File: config.mk
export PLATFORM = sky130hd
export DESIGN_NAME = clk_div_multi_flat
export DESIGN_NICKNAME = d
export VERILOG_FILES = /design/src/rtl/clk_div_multi_if.sv /design/src/rtl/clk_div_multi.sv /design/src/flat_wrapper.sv
export SDC_FILE = /design/constraint.sdc
export NUM_CORES = 1
export LEC_CHECK = 0
export ABC_AREA = 1
export BUFFER_PORTS_ARGS = -buffer_cell sky130_fd_sc_hd__buf_2
export CORE_MARGIN = 5
export CORE_UTILIZATION = 60
export CTS_BUF_LIST = sky130_fd_sc_hd__clkbuf_8
export DETAILED_ROUTE_END_ITERATION = 8
export PLACE_DENSITY = 0.88
export SYNTH_ARGS = -nofsm -noshare
export SYNTH_HDL_FRONTEND = slang
export SYNTH_SLANG_ARGS = --single-unit
File: constraint.sdc
create_clock -name clk -period 34.2 [get_ports clk]
set_clock_uncertainty 0.15 [all_clocks]
set_input_delay 1.71 -clock clk [delete_from_list [all_inputs] [get_ports clk]]
set_output_delay 1.71 -clock clk [all_outputs]
set_load 0.05 [all_outputs]
File: src/rtl/clk_div_multi_if.sv
// clk_div_multi_if: control and status bundle for the multi-channel clock divider.
interface clk_div_multi_if #(
    parameter int NUM_CH = 4,
    parameter int CNT_W  = 32
);
    localparam int WCH_W = NUM_CH > 1 ? $clog2(NUM_CH) : 1;

    logic [NUM_CH-1:0] en;
    logic              sync;
    logic              wr_en;
    logic [WCH_W-1:0]  wr_ch;
    logic [CNT_W-1:0]  wr_div;
    logic [NUM_CH-1:0] wave;
    logic [NUM_CH-1:0] tick;
    logic [NUM_CH-1:0] pending;

    modport master (output en, sync, wr_en, wr_ch, wr_div, input wave, tick, pending);
    modport slave  (input en, sync, wr_en, wr_ch, wr_div, output wave, tick, pending);
endinterface

File: src/rtl/clk_div_multi.sv
// clk_div_multi: NUM_CH programmable half-period dividers with tick strobes.
// Divisor writes land in a shadow register and are adopted only at a wrap or sync.
module clk_div_multi #(
    parameter int NUM_CH      = 4,
    parameter int CNT_W       = 32,
    parameter int DEFAULT_DIV = 25_000_000
) (
    input  logic           clk,
    input  logic           rst,
    clk_div_multi_if.slave bus
);
    localparam int WCH_W = NUM_CH > 1 ? $clog2(NUM_CH) : 1;
    localparam logic [CNT_W-1:0] DIV_RST = CNT_W'(DEFAULT_DIV);

    logic [CNT_W-1:0]  cnt_q[NUM_CH], cnt_d[NUM_CH];
    logic [CNT_W-1:0]  shadow_q[NUM_CH], shadow_d[NUM_CH];
    logic [CNT_W-1:0]  active_q[NUM_CH], active_d[NUM_CH];
    logic [NUM_CH-1:0] wave_q, wave_d, tick_q, tick_d, wrap, pending;

    // A divisor of zero behaves as one, so the last count is then 0.
    always_comb begin
        for (int i = 0; i < NUM_CH; i++) begin
            wrap[i]     = bus.en[i] && cnt_q[i] == (active_q[i] == '0 ? '0 : active_q[i] - 1'b1);
            cnt_d[i]    = bus.sync ? '0 : !bus.en[i] ? cnt_q[i] : wrap[i] ? '0 : cnt_q[i] + 1'b1;
            wave_d[i]   = bus.sync ? 1'b0 : wrap[i] ? ~wave_q[i] : wave_q[i];
            tick_d[i]   = !bus.sync && wrap[i];
            active_d[i] = (bus.sync || wrap[i]) ? shadow_q[i] : active_q[i];
            shadow_d[i] = (bus.wr_en && bus.wr_ch == WCH_W'(i)) ? bus.wr_div : shadow_q[i];
            pending[i]  = shadow_q[i] != active_q[i];
        end
    end

    always_ff @(posedge clk or posedge rst) begin
        if (rst) begin
            cnt_q    <= '{default: '0};
            shadow_q <= '{default: DIV_RST};
            active_q <= '{default: DIV_RST};
            wave_q   <= '0;
            tick_q   <= '0;
        end else begin
            cnt_q    <= cnt_d;
            shadow_q <= shadow_d;
            active_q <= active_d;
            wave_q   <= wave_d;
            tick_q   <= tick_d;
        end
    end

    assign bus.wave    = wave_q;
    assign bus.tick    = tick_q;
    assign bus.pending = pending;
endmodule

File: src/flat_wrapper.sv
// flat-port wrapper written by rule: the top's interface ports become plain ports
module clk_div_multi_flat 
#(
    parameter int NUM_CH      = 4,
    parameter int CNT_W       = 32,
    parameter int DEFAULT_DIV = 25_000_000
)
  (clk, rst, bus_en, bus_sync, bus_wr_en, bus_wr_ch, bus_wr_div, bus_wave, bus_tick, bus_pending);
  clk_div_multi_if #(.NUM_CH(NUM_CH), .CNT_W(CNT_W)) bus_i ();
  input  logic clk;
  input  logic rst;
  input wire logic [$bits(bus_i.en)-1:0] bus_en;
  input wire logic [$bits(bus_i.sync)-1:0] bus_sync;
  input wire logic [$bits(bus_i.wr_en)-1:0] bus_wr_en;
  input wire logic [$bits(bus_i.wr_ch)-1:0] bus_wr_ch;
  input wire logic [$bits(bus_i.wr_div)-1:0] bus_wr_div;
  output wire logic [$bits(bus_i.wave)-1:0] bus_wave;
  output wire logic [$bits(bus_i.tick)-1:0] bus_tick;
  output wire logic [$bits(bus_i.pending)-1:0] bus_pending;
  assign bus_i.en = bus_en;
  assign bus_i.sync = bus_sync;
  assign bus_i.wr_en = bus_wr_en;
  assign bus_i.wr_ch = bus_wr_ch;
  assign bus_i.wr_div = bus_wr_div;
  assign bus_wave = bus_i.wave;
  assign bus_tick = bus_i.tick;
  assign bus_pending = bus_i.pending;
  clk_div_multi #(.NUM_CH(NUM_CH), .CNT_W(CNT_W), .DEFAULT_DIV(DEFAULT_DIV)) u_core (.clk(clk), .rst(rst), .bus(bus_i));
endmodule
==> results.md <==
* Syn Inst Count at about 3800
* Final Cycle Share at a little over an eighth
* # hold bufs at CTS at 0
* Crit path launch type: flip-flop
* Final setup viols at 0
* Crit. End Element: flip-flop
* Max-slew violation count at 0
* Synth warn at 0
* Starting Density at a little over 60%
* FMAX at 218.6 MHz
* Commonest non-fill, non-tap cell in the layout: nand2_1
* Syn nets at 3830
* Final Power at between 1 and 1.5 mW
* Fin cells at 4400
* Area Overhead vs Synth at 6.794%
* Pwr Density at between 50 and 60 nW/um^2
* TritonCTS clock tree: built
* Sink Count at between 300 and 400
* CP required at around 35 ns
* Die area at about 47000 sq um
* Die width at between 200 and 250 um
* Register area share after synthesis at about two fifths
* Core box area at between 40000 and 50000 sq um
* Crit-path max FO at 62
* Inserted Clock Buffers at a little under 70
* Share of cells above drive strength 1 at under 10%
* First-pass GRT wire length at 119000 um
* VDD IR max at ~40 uV
* Unrepaired setup endpoints after global routing: no
* Critical Path Source: u_core.active_q[39]
* Cells on worst reg2reg path at 16
* Clock tree root buffer cell: clkbuf_8
* Ys flop type: dfrtp_1
* CTS clk-pin slew, worst paths at ~0.060 ns
* Post-synth cell types at 41
* Post-DRT Antenna Nets at 0
* Final hold violations at 0
* Most frequent cells in the layout: nand2_1, nor2_1, inv_1
* Critical Path AT at slightly below 5 ns
* Hold path start: u_core.shadow_q[78]
* Initial DRC Count at 2702
* Clk_lat worst skew at approximately 0.66 ns
* Cells on Worst Hold Path at 2
* Vias per cell at 5.681
* Largest net degree at the start of global routing at 195
* Status: complete, no violations
* TNS Setup at 0 ns
* Via count at 25000
* Placed Cells at roughly 4300
* Max-Cap Viols at 0
* Hpwl dp at 53090 um
* Max_slew headroom at 26.89%
* Hold/Removal Path Class: reg2reg
* Vias in the first global route at ~23000
* Ys async rst share at 100.0%
* Clock Tree Buf Depth at 3
* Total gr overflow at 0
* Number of synthesized register bits at ~390
* LEAKAGE at 13.07 nW
* Fillers at approximately 3800
* Setup CP Type: reg2reg
* Routed WL at 73210 um
* Post-layout util at around 65%
* Final RePlAce weighted congestion at around 1
* Height of the die at around 220 um
* Gr usage total at between 30% and 40%
* I/O Buffers at 53
* Slew of the pin with the lowest slew margin at approximately 1.1 ns
* Post-synth EDFFs at 0
* Wire per inst at about 17 um
* Reg-to-Reg Start: u_core.active_q[39]
* H-Tree Depth at 3
* Mapped Avg Cell Area at roughly 6.8 sq um
* First-pass DRT Iterations at 8
* Resized cells post-CTS at 0
* Initial antenna violation count at 1
* DR DRC count at 0
* IO Count at 54
* Rows at 75
* Post-Syn Area at 25730 sq um
* Final nets at just under 4000
* Setup repair bufs after CTS at 0
* Clock period minus final worst setup slack at roughly 4.6 ns
-- Yosys cell counts, types with 10 or more instances --
master / number / area [sq um]
buf_2: 28 / 140.1
o21ai_0: 196 / 980.9
inv_1: 343 / 1287
buf_1: 13 / 48.80
clkbuf_1: 30 / 112.6
xnor2_1: 76 / 665.6
or2_2: 32 / 200.2
nand2_1: 1245 / 4673
nor2_2: 23 / 143.9
nand3_1: 348 / 1742
o2111ai_1: 17 / 148.9
nand4_1: 140 / 875.8
dfstp_2: 96 / 2522
inv_2: 13 / 48.80
nand2_2: 10 / 62.56
buf_4: 15 / 112.6
nor3_1: 43 / 215.2
xor2_1: 107 / 937.2
nand3b_1: 21 / 157.7
nor4_1: 17 / 106.4
nor2_1: 565 / 2121
o21bai_1: 30 / 225.2
dfrtp_1: 296 / 7407
buf_6: 18 / 202.7
-- area by class of cell --
type                       count  area (sq um)  area share, %
timing repair buffer          61         337.8          1.230
sequential                   392          9930          36.14
clock buffer                  83          1142          4.158
multi-input combinational   2925         13800          50.24
tap                          539         674.4          2.455
inverter                     356          1346          4.900
clock inverter                43         237.7         0.8653
antenna                        1         2.502       0.009108
-- through the flow --
step | hold slack, ns | instance area, sq um | worst slack (ns)
2_1_floorplan | 0.3037 | 25730 | 21.60
3_3_place_gp | 0.3176 | 26090 | 29.83
3_5_place_dp | 0.3198 | 26090 | 29.71
4_1_cts | 0.3198 | 27470 | 29.71
5_1_grt | 0.3356 | 27470 | 29.17
6_report | 0.3227 | 27470 | 29.63
-- layer usage --
metal / up-vias / share of wire [%] / GRT usage [%]
met2: 1163 / 44 / 47.21
li1: 12140 / - / -
met5: - / 0 / 0
met1: 11540 / 44 / 43.83
met4: 0 / 2.9 / 10.70
met3: 154 / 9.1 / 5.948
-- worst paths after layout --
| path | end | slack (ns) |
|---|---|---|
| max | u_core.cnt_q[62] | 29.63 |
| min in group asynchronous | u_core.shadow_q[4] | 1.12 |
| max reg2reg | u_core.cnt_q[62] | 29.63 |
| max in group asynchronous | u_core.cnt_q[70] | 31.23 |
| min reg2reg | u_core.active_q[78] | 0.32 |
| min | u_core.active_q[78] | 0.32 |
-- logic make-up after synthesis --
group	synth area share [%]
AND/OR/NAND/NOR	41.18
buffers and inverters	7.825
flip-flops	38.60
AO/OA/AOI/OAI	5.783
XOR/XNOR	6.230
adder cells (fa/ha/maj)	0.3891
-- worst max-delay path: stages, from the launching register on --
cell and delay [ns]:
dfrtp_1 0.46, nor2_1 0.23, nand2_1 0.13, nor2_1 0.55, nand2_1 0.21, inv_2 0.09, nand2_2 0.46, nand3b_1 0.31
nand2_1 0.07, nor2_1 0.10, nand2_1 0.06, nor2_1 0.11, nand2_1 0.08, nor2_2 0.13, nand3_4 0.40, nand2_4 0.69
nor2_1 0.11
-- state kept, by name, summed over array words and instances (netlist names) --
register and cells:
u_core.bus.tick 4, u_core.cnt_q 128, u_core.active_q 128, u_core.bus.wave 4
u_core.shadow_q 128
-- report_power, final --
group          total [mW]  internal, mW  switching [mW]
Clock               0.439         0.230           0.209
Combinational       0.355         0.128           0.228
Sequential          0.607         0.528          0.0785
Total                1.40         0.886           0.515
(Power assumes the default switching activity.)
